File: src/rtl/fifo_rr_scheduler_pkg.sv
// rtl/fifo_rr_scheduler_pkg.sv - state encoding, default sizes and width helpers for the scheduler
package fifo_rr_scheduler_pkg;

  typedef enum logic [1:0] {
    ST_IDLE  = 2'd0,
    ST_ISSUE = 2'd1,
    ST_LOAD  = 2'd2,
    ST_SEND  = 2'd3
  } sched_state_e;

  localparam int DEF_N_PORTS = 4;
  localparam int DEF_DATA_W  = 8;
  localparam int DEF_PKT_LEN = 4;

  function automatic int clog2(input int v);
    int r;
    r = 0;
    for (int i = 0; i < 31; i++) begin
      if ((1 << i) < v) r = i + 1;
    end
    return r;
  endfunction

  // Index width that never collapses to zero bits, even for a count of 1.
  function automatic int idx_w(input int v);
    return (clog2(v) < 1) ? 1 : clog2(v);
  endfunction

endpackage

File: src/rtl/fifo_rr_scheduler_if.sv
// rtl/fifo_rr_scheduler_if.sv - FIFO-side and link-side signals of the scheduler
interface fifo_rr_scheduler_if
  import fifo_rr_scheduler_pkg::*;
#(
  parameter int N_PORTS = DEF_N_PORTS,
  parameter int DATA_W  = DEF_DATA_W
);
  localparam int SRC_W = idx_w(N_PORTS);

  logic [N_PORTS-1:0]        fifo_empty;
  logic [N_PORTS*DATA_W-1:0] fifo_data;
  logic [N_PORTS-1:0]        fifo_rd_en;
  logic [DATA_W-1:0]         out_data;
  logic                      out_valid;
  logic                      out_ready;
  logic [SRC_W-1:0]          out_src;
  logic                      out_sop;
  logic                      out_eop;
  logic                      busy;

  modport master (
    input  fifo_empty, fifo_data, out_ready,
    output fifo_rd_en, out_data, out_valid, out_src, out_sop, out_eop, busy
  );

  modport slave (
    output fifo_empty, fifo_data, out_ready,
    input  fifo_rd_en, out_data, out_valid, out_src, out_sop, out_eop, busy
  );

endinterface

File: src/rtl/fifo_rr_scheduler_rr_pick.sv
// rtl/fifo_rr_scheduler_rr_pick.sv - combinational round-robin selector: first request at or after ptr
module rr_pick
  import fifo_rr_scheduler_pkg::*;
#(
  parameter int N = DEF_N_PORTS
) (
  input  logic [N-1:0]        req,
  input  logic [idx_w(N)-1:0] ptr,
  output logic [idx_w(N)-1:0] gnt_idx,
  output logic                any_req
);
  localparam int IW = idx_w(N);
  localparam logic [IW:0] N_L = (IW+1)'(N);

  logic [2*N-1:0] dbl;
  logic [N-1:0]   rot;
  logic [IW-1:0]  off;
  logic [IW:0]    sum;
  logic           found;

  // Doubling the request vector turns the rotate into a plain window select.
  always_comb begin
    dbl   = {req, req};
    rot   = '0;
    off   = '0;
    found = 1'b0;
    for (int i = 0; i < N; i++) begin
      rot[i] = dbl[int'(ptr) + i];
    end
    for (int i = 0; i < N; i++) begin
      if (!found && rot[i]) begin
        found = 1'b1;
        off   = IW'(i);
      end
    end
    sum = {1'b0, ptr} + {1'b0, off};
    if (sum >= N_L) sum = sum - N_L;
    gnt_idx = sum[IW-1:0];
    any_req = |req;
  end

endmodule

File: src/rtl/fifo_rr_scheduler.sv
// rtl/fifo_rr_scheduler.sv - packet-level round-robin drain of N byte FIFOs onto one output link
module fifo_rr_scheduler
  import fifo_rr_scheduler_pkg::*;
#(
  parameter int N_PORTS = DEF_N_PORTS,
  parameter int DATA_W  = DEF_DATA_W,
  parameter int PKT_LEN = DEF_PKT_LEN
) (
  input logic                 clk,
  input logic                 rst,
  fifo_rr_scheduler_if.master bus
);
  localparam int SRC_W  = idx_w(N_PORTS);
  localparam int BEAT_W = idx_w(PKT_LEN);
  localparam logic [BEAT_W-1:0] LAST_BEAT = BEAT_W'(PKT_LEN - 1);
  localparam logic [SRC_W-1:0]  LAST_PORT = SRC_W'(N_PORTS - 1);

  sched_state_e      state_q, state_d;
  logic [DATA_W-1:0] out_data_q, out_data_d;
  logic              out_valid_q, out_valid_d;
  logic [SRC_W-1:0]  out_src_q, out_src_d;
  logic [SRC_W-1:0]  rr_ptr_q, rr_ptr_d;
  logic [BEAT_W-1:0] beat_q, beat_d;

  logic [N_PORTS-1:0] req;
  logic [SRC_W-1:0]   pick_idx;
  logic               pick_any;
  logic [DATA_W-1:0]  sel_data;
  logic [N_PORTS-1:0] rd_en;

  assign req      = ~bus.fifo_empty;
  assign sel_data = bus.fifo_data[int'(out_src_q)*DATA_W +: DATA_W];

  rr_pick #(.N(N_PORTS)) u_pick (
    .req     (req),
    .ptr     (rr_ptr_q),
    .gnt_idx (pick_idx),
    .any_req (pick_any)
  );

  always_comb begin
    state_d     = state_q;
    out_data_d  = out_data_q;
    out_valid_d = out_valid_q;
    out_src_d   = out_src_q;
    rr_ptr_d    = rr_ptr_q;
    beat_d      = beat_q;
    case (state_q)
      ST_IDLE: begin
        if (pick_any) begin
          out_src_d = pick_idx;
          state_d   = ST_ISSUE;
        end
      end
      // Grant is held through starvation; the packet must stay contiguous.
      ST_ISSUE: begin
        if (!bus.fifo_empty[out_src_q]) state_d = ST_LOAD;
      end
      ST_LOAD: begin
        out_data_d  = sel_data;
        out_valid_d = 1'b1;
        state_d     = ST_SEND;
      end
      ST_SEND: begin
        if (bus.out_ready) begin
          out_valid_d = 1'b0;
          if (beat_q == LAST_BEAT) begin
            beat_d   = '0;
            rr_ptr_d = (out_src_q == LAST_PORT) ? '0 : out_src_q + 1'b1;
            state_d  = ST_IDLE;
          end else begin
            beat_d  = beat_q + 1'b1;
            state_d = ST_ISSUE;
          end
        end
      end
      default: state_d = ST_IDLE;
    endcase
  end

  always_ff @(posedge clk or negedge rst) begin
    if (!rst) begin
      state_q     <= ST_IDLE;
      out_data_q  <= '0;
      out_valid_q <= 1'b0;
      out_src_q   <= '0;
      rr_ptr_q    <= '0;
      beat_q      <= '0;
    end else begin
      state_q     <= state_d;
      out_data_q  <= out_data_d;
      out_valid_q <= out_valid_d;
      out_src_q   <= out_src_d;
      rr_ptr_q    <= rr_ptr_d;
      beat_q      <= beat_d;
    end
  end

  // Never reads an empty FIFO, and never looks at out_ready.
  always_comb begin
    rd_en = '0;
    if (rst && state_q == ST_ISSUE && !bus.fifo_empty[out_src_q]) rd_en[out_src_q] = 1'b1;
  end

  assign bus.fifo_rd_en = rd_en;
  assign bus.out_data   = out_data_q;
  assign bus.out_valid  = out_valid_q;
  assign bus.out_src    = out_src_q;
  assign bus.out_sop    = out_valid_q && (beat_q == '0);
  assign bus.out_eop    = out_valid_q && (beat_q == LAST_BEAT);
  assign bus.busy       = (state_q != ST_IDLE);

endmodule

File: src/flat_wrapper.sv
// flat-port wrapper written by rule: the top's interface ports become plain ports
module fifo_rr_scheduler_flat import fifo_rr_scheduler_pkg::*;
#(
  parameter int N_PORTS = DEF_N_PORTS,
  parameter int DATA_W  = DEF_DATA_W,
  parameter int PKT_LEN = DEF_PKT_LEN
)
  (clk, rst, bus_fifo_empty, bus_fifo_data, bus_out_ready, bus_fifo_rd_en, bus_out_data, bus_out_valid, bus_out_src, bus_out_sop, bus_out_eop, bus_busy);
  fifo_rr_scheduler_if #(.N_PORTS(N_PORTS), .DATA_W(DATA_W)) bus_i ();
  input logic clk;
  input logic rst;
  input wire logic [$bits(bus_i.fifo_empty)-1:0] bus_fifo_empty;
  input wire logic [$bits(bus_i.fifo_data)-1:0] bus_fifo_data;
  input wire logic [$bits(bus_i.out_ready)-1:0] bus_out_ready;
  output wire logic [$bits(bus_i.fifo_rd_en)-1:0] bus_fifo_rd_en;
  output wire logic [$bits(bus_i.out_data)-1:0] bus_out_data;
  output wire logic [$bits(bus_i.out_valid)-1:0] bus_out_valid;
  output wire logic [$bits(bus_i.out_src)-1:0] bus_out_src;
  output wire logic [$bits(bus_i.out_sop)-1:0] bus_out_sop;
  output wire logic [$bits(bus_i.out_eop)-1:0] bus_out_eop;
  output wire logic [$bits(bus_i.busy)-1:0] bus_busy;
  assign bus_i.fifo_empty = bus_fifo_empty;
  assign bus_i.fifo_data = bus_fifo_data;
  assign bus_i.out_ready = bus_out_ready;
  assign bus_fifo_rd_en = bus_i.fifo_rd_en;
  assign bus_out_data = bus_i.out_data;
  assign bus_out_valid = bus_i.out_valid;
  assign bus_out_src = bus_i.out_src;
  assign bus_out_sop = bus_i.out_sop;
  assign bus_out_eop = bus_i.out_eop;
  assign bus_busy = bus_i.busy;
  fifo_rr_scheduler #(.N_PORTS(N_PORTS), .DATA_W(DATA_W), .PKT_LEN(PKT_LEN)) u_core (.clk(clk), .rst(rst), .bus(bus_i));
endmodule
File: config.mk
export PLATFORM = sky130hd
export DESIGN_NAME = fifo_rr_scheduler_flat
export DESIGN_NICKNAME = d
export VERILOG_FILES = /design/src/rtl/fifo_rr_scheduler_pkg.sv /design/src/rtl/fifo_rr_scheduler_if.sv /design/src/rtl/fifo_rr_scheduler_rr_pick.sv /design/src/rtl/fifo_rr_scheduler.sv /design/src/flat_wrapper.sv
export SDC_FILE = /design/constraint.sdc
export NUM_CORES = 1
export LEC_CHECK = 0
export BUFFER_PORTS_ARGS = -buffer_cell sky130_fd_sc_hd__clkbuf_2
export CORE_MARGIN = 1.5
export CORE_UTILIZATION = 42
export DETAILED_ROUTE_END_ITERATION = 10
export PLACE_DENSITY_LB_ADDON = 0.3
export SYNTH_ARGS = -nofsm -noshare
export SYNTH_HDL_FRONTEND = slang
export SYNTH_SLANG_ARGS = --single-unit
File: constraint.sdc
create_clock -name clk -period 1.6 [get_ports clk]
set_clock_uncertainty 0.15 [all_clocks]
set_input_delay 0.32 -clock clk [delete_from_list [all_inputs] [get_ports clk]]
set_output_delay 0.32 -clock clk [all_outputs]
set_load 0.01 [all_outputs]
==> results of run 1 <==
[cells by family after synthesis]
logic type      share of synthesized area [%]
simple gates                             10.4
xor+xnor                                 1.40
fa+ha+maj                                11.0
buf+inv                                  6.12
compound gates                           9.93
mux                                      27.0
flops                                    34.1
[sequential cells by signal, summed over array words and instances, names as in the netlist]
signal / cells
u_core.rr_ptr_q: 2
u_core.bus.out_data: 8
u_core.bus.out_src: 2
u_core.state_q: 2
u_core.beat_q: 2
u_core.bus.out_valid: 1
[worst max-delay path by stage]
stage	to	slack, ns	cells after the start
final	bus_fifo_rd_en[2]	-0.49	4
after global routing	bus_fifo_rd_en[2]	-0.56	4
after CTS	bus_fifo_rd_en[3]	-0.52	4
after detailed placement	bus_fifo_rd_en[3]	-0.23	5
after global placement	bus_fifo_rd_en[2]	-0.21	5
after floorplan	bus_fifo_rd_en[0]	-0.13	3
[worst max-delay path: stages, from the launching register on]
cell and delay [ns]:
dfrtp_2 0.39, mux4_2 0.54, nor2_4 0.15, and2_4 0.16, buf_6 0.09
[stage by stage]
| stage | cell area, um^2 | worst slack (ns) | instances | TNS [ns] |
|---|---|---|---|---|
| after floorplan | 1280 | -0.134 | 112 | -1.18 |
| after global placement | 1690 | -0.206 | 211 | -1.91 |
| after detailed placement | 1690 | -0.233 | 211 | -2.28 |
| after CTS | 1860 | -0.518 | 223 | -3.31 |
| after global routing | 1970 | -0.557 | 227 | -5.99 |
| final | 1970 | -0.491 | 227 | -4.98 |
[where the power goes]
part           internal (W)  switching [W]  leakage (nW)
Clock             0.0000971       0.000137        0.0150
Combinational       0.00142        0.00101         0.779
Sequential         0.000659       0.000177         0.201
[synthesized netlist by cell type, types with 2 or more instances]
cell type,count
o22ai_1,3
clkbuf_1,2
nand3_1,2
ha_1,11
mux2_2,11
inv_1,12
and2_1,6
o211ai_1,2
or3b_1,2
dfrtp_1,17
o21ai_0,2
a21oi_1,3
mux4_2,9
xnor2_1,2
nand2_1,7
nor2_1,4
o21ai_1,2
nor3_1,2
[layer usage]
| layer | track usage (%) | routed length, um | up-vias |
|---|---|---|---|
| met5 | 0 | 0 | - |
| met4 | 5.65 | 29 | 0 |
| met2 | 36.4 | 1790 | 43 |
| met1 | 22.0 | 1300 | 584 |
| met3 | 4.99 | 165 | 4 |
| li1 | - | - | 573 |
[repair_timing]
item | 4_1_cts | 5_1_grt
hold buffers | 1 | 0
setup endpoints to repair | 19 | 21
setup buffers | 7 | 4
resized for setup | 21 | 27
gates cloned | 0 | 0
pin swaps | 6 | 3
endpoints found under the hold margin | 17 | 0
[final cells by class]
cell class / count / share of cell area, %
inverters: 12 / 2.55
repair buffers: 85 / 29.5
multi-input cells: 78 / 42.8
flip-flops and latches: 17 / 21.8
clock buffers: 4 / 1.34
well taps: 31 / 1.97
==> summary.txt, run 1 <==
STA
  • Worst-margin pin slew: 0.274 ns
  • Fin crit period: 2.09 ns
  • Max-slew headroom: 81.7%
  • Unrepaired setup endpoints after global routing: yes
  • Setup-failing EPs final: 20
  • Fmax: 478 MHz
  • Max-slew violation count: 0
  • Tcrit/Tclk final: 131%
  • Setup ws final: -0.491 ns
  • Hold Slack: 0.139 ns
  • Endpoints failing hold: 0

Clocking
  • H-tree levels: 1
  • CTS buffer count: 3
  • Clk buf depth: 2
  • Root Buffer: clkbuf_4
  • CTS sink cnt: 17
  • Clk_lat worst skew: 0.29 ns
  • Clock slew at reported path FFs: 0.10 ns
  • CTS tree: done

Critical path
  • Critical Path Fanout Max: 4
  • R2R Path Start: u_core.bus.out_src[0]
  • Arrival @ worst endpoint: 1.62 ns
  • Flop-to-flop setup slack: -0.28 ns
  • Worst reg2reg path endpoint: u_core.bus.out_data[4]
  • CP startpoint: u_core.bus.out_src[0]
  • Critical path required time: 1.13 ns
  • Startpoint Class: flip-flop
  • Setup crit end kind: primary output
  • R2R depth: 6
  • Setup CP Type: reg2out

Die
  • Initial core utilization: 44.8%
  • I/O pin total: 57
  • Die span in y: 57.5 um
  • Die width: 57.5 um
  • Site Rows: 19
  • Core Footprint: 2780 um^2
  • Die ar.: 3310 um^2

Cells and area
  • Commonest cells after routing, fill and taps aside: clkbuf_2 (49), buf_4 (21), dfrtp_1 (15)
  • Post-layout net count: 247
  • Most common cell after layout, fill and taps aside: clkbuf_2
  • Reg area: 428 um^2
  • Area occupied by multi-input gates: 842 um^2
  • Fill count: 193
  • Area grow syn2layout: 57.6%
  • ANT cells: 0
  • Fraction of layout cells with a size suffix above 1: 64.3%
  • Util after Layout: 70.7%

Place
  • IO Port Bufs: 56
  • RePlAce Congestion: 0.703
  • Post-DP HPWL: 2380 um

Logic synthesis
  • Ys Warns: 0
  • Post-synthesis average cell area: 11.1 um^2
  • Post-synth top area share: 34.1%
  • Mapped cell area: 1250 um^2
  • Count of state elements after synthesis: 17
  • Post-Synthesis Cells: 112
  • Area leader, netlist: dfrtp_1
  • Mapped Nets: 162
  • Register area share after synthesis: 34.1%
  • Number of synthesized flops with an enable pin: 0
  • Unique cell type count in the Yosys netlist: 31
  • Top cells by area, synth: dfrtp_1 (34%), mux4_2 (16%), ha_1 (11%)
  • Most used DFF post-synth: dfrtp_1
  • Async S/R FF share, synth: 100%

Power
  • Lkg Pwr: 0.995 nW
  • Pwr Total: 0.00350 W
  • Power density cells: 1780 nW/um^2
  • Peak supply drop: 1.26 mV

Global route
  • Remaining Overflow, GRT: 0
  • Vias in the first global route: 1200
  • Global-route wire length before repair: 5050 um
  • Antenna violations before repair: 0
  • Total track usage: 19.7%
  • Largest net degree at the start of global routing: 18

Status
  • Failing checks: setup timing
  • Status: complete, but fails checks

Flow run
  • Max-cap violations: 0

Min path
  • Hold depth: 2
  • Worst hold path class: in2reg
  • HP Start: bus_out_ready
  • Hold Path Sink: u_core.bus.out_valid

Route
  • DRT iter0 DRCs: 33
  • Via density per instance: 5.30
  • Drt drc: 0
  • Detail-routed net length per standard cell: 14.5 um
  • ANT nets after route: 0
  • Vias: 1204
  • Routed wire length: 3280 um
  • Iteration count of the initial detailed-routing pass: 4
Power figures use the tool's default switching activity.
==> inputs of run 2 (changes only) <==
--- a/config.mk
+++ b/config.mk
@@ -12,2 +12,3 @@
 export PLACE_DENSITY_LB_ADDON = 0.3
+export SETUP_SLACK_MARGIN = 0.05
 export SYNTH_ARGS = -nofsm -noshare
==> constraint.sdc (replaced) <==
create_clock -name clk -period 1.6 [get_ports clk]
set_clock_uncertainty 0.15 [all_clocks]
set_input_delay 0.16 -clock clk [delete_from_list [all_inputs] [get_ports clk]]
set_output_delay 0.16 -clock clk [all_outputs]
set_load 0.01 [all_outputs]
==> summary.txt, run 2 (synthesis gave the netlist of run 1 again) <==
Route
  • DRT iter0 DRCs: 19
  • Via density per instance: 5.29
  • Routed wire length: 3280 um
  • Iteration count of the initial detailed-routing pass: 4
  • ANT nets after route: 0
  • Vias: 1164
  • Drt drc: 0
  • Detail-routed net length per standard cell: 14.9 um

STA
  • Fmax: 508 MHz
  • Worst-margin pin slew: 0.225 ns
  • Setup-failing EPs final: 16
  • Max-slew violation count: 0
  • Setup ws final: -0.370 ns
  • Unrepaired setup endpoints after global routing: yes
  • Max-slew headroom: 84.9%
  • Fin crit period: 1.97 ns
  • Endpoints failing hold: 0
  • Tcrit/Tclk final: 123%

Clocking
  • Clock slew at reported path FFs: 0.10 ns
  • CTS tree: done
  • H-tree levels: 1
  • CTS buffer count: 3
  • Root Buffer: clkbuf_4
  • CTS sink cnt: 17
  • Clk_lat worst skew: 0.30 ns
  • Clk buf depth: 2

Power
  • Lkg Pwr: 0.943 nW
  • Peak supply drop: 1.14 mV
  • Power density cells: 1750 nW/um^2

Global route
  • Total track usage: 20.1%
  • Met3 Track Usage GR: 5.44%
  • Grt met2 use: 40.7%
  • Global-route wire length before repair: 5160 um
  • Largest net degree at the start of global routing: 18
  • Remaining Overflow, GRT: 0
  • Antenna violations before repair: 0
  • Gr busiest metal: met2
  • M1 GR Usage: 20.8%
  • Vias in the first global route: 1204

Die
  • I/O pin total: 57
  • Die ar.: 3310 um^2
  • Site Rows: 19
  • Die span in y: 57.5 um
  • Die width: 57.5 um
  • Core Footprint: 2780 um^2
  • Initial core utilization: 44.8%

Cells and area
  • Post-layout net count: 240
  • Fill count: 205
  • Area occupied by multi-input gates: 836 um^2
  • Fraction of layout cells with a size suffix above 1: 64.0%
  • ANT cells: 0
  • Area grow syn2layout: 54.3%
  • Final Cell Area: 1920 um^2
  • Largest register FFs: 8
  • Reg area: 428 um^2
  • Most common cell after layout, fill and taps aside: clkbuf_2
  • Commonest cells after routing, fill and taps aside: clkbuf_2 (50), dfrtp_1 (15), buf_4 (13)

Critical path
  • Startpoint Class: flip-flop
  • Critical path required time: 1.29 ns
  • Critical Path Fanout Max: 4
  • Flop-to-flop setup slack: -0.31 ns
  • Arrival @ worst endpoint: 1.66 ns
  • R2R Path Start: u_core.bus.out_src[0]
  • Setup CP Type: reg2out
  • Worst reg2reg path endpoint: u_core.state_q[0]
  • Setup crit end kind: primary output
  • R2R depth: 6

Min path
  • Hold Path Sink: u_core.bus.out_data[0]
  • Hold depth: 3
  • HP Start: bus_fifo_data[0]
  • Worst hold path class: in2reg

Place
  • Post-DP HPWL: 2400 um
  • Worst slack, placed: -0.146 ns
  • Placed cell area: 1640 um^2
  • IO Port Bufs: 56
  • RePlAce Congestion: 0.751

Flow run
  • Max-cap violations: 0

Status
  • Status: complete, but fails checks
  • Failing checks: setup timing
run 2: how the worst max path moves through the flow:
stage	from	end	slack (ns)	cells after the start
5_1_grt	u_core.bus.out_src[0]	bus_fifo_rd_en[2]	-0.43	4
2_1_floorplan	u_core.rr_ptr_q[1]	u_core.bus.out_src[0]	-0.05	7
3_3_place_gp	u_core.rr_ptr_q[1]	u_core.bus.out_src[0]	-0.10	6
4_1_cts	u_core.bus.out_src[0]	bus_fifo_rd_en[1]	-0.35	4
6_report	u_core.bus.out_src[0]	bus_fifo_rd_en[2]	-0.37	4
3_5_place_dp	u_core.rr_ptr_q[1]	u_core.bus.out_src[1]	-0.15	8
run 2: through the flow:
step / utilization, % / total power [W] / hold WS, ns / instances / TNS (ns)
detailed placement: 58.9 / 0.00258 / 0.00362 / 203 / -1.04
global route: 69.2 / 0.00363 / 0.141 / 220 / -4.50
global placement: 58.9 / 0.00251 / 0.00422 / 203 / -0.680
floorplan: - / 0.00202 / -0.286 / 112 / -0.339
finish: 69.2 / 0.00337 / 0.149 / 220 / -3.46
CTS: 64.8 / 0.00309 / 0.138 / 214 / -2.29
run 2: final cells by class:
type | count | share of cell area (%)
inverters | 12 | 2.47
clock buffers | 3 | 1.17
well taps | 31 | 2.02
clock inverters | 1 | 0.260
multi-input cells | 78 | 43.4
repair buffers | 78 | 28.4
flip-flops and latches | 17 | 22.2
run 2: critical path, stage by stage (launching register included):
cell	delay, ns
dfrtp_2	0.39
mux4_2	0.55
nor2_4	0.17
and2_4	0.16
buf_8	0.09
run 2: metal layers:
layer	wire [um]	part of all wire, %
met1	1230	38
met2	1890	58
met3	145	4.4
met4	14	0.43
met5	0	0
run 2: power breakdown:
group	internal (W)	leakage (nW)	switching, W
clock network	0.0000932	0.0177	0.000140
logic	0.00133	0.724	0.000967
registers	0.000658	0.201	0.000183
total	0.00208	0.943	0.00129
run 2: timing repair:
item,4_1_cts,5_1_grt
gates resized for setup,18,21
setup endpoints to repair,19,21
gates cloned,0,1
setup buffers,5,6
hold buffers,2,0
endpoints found under the hold margin,18,0
pin swaps,2,10
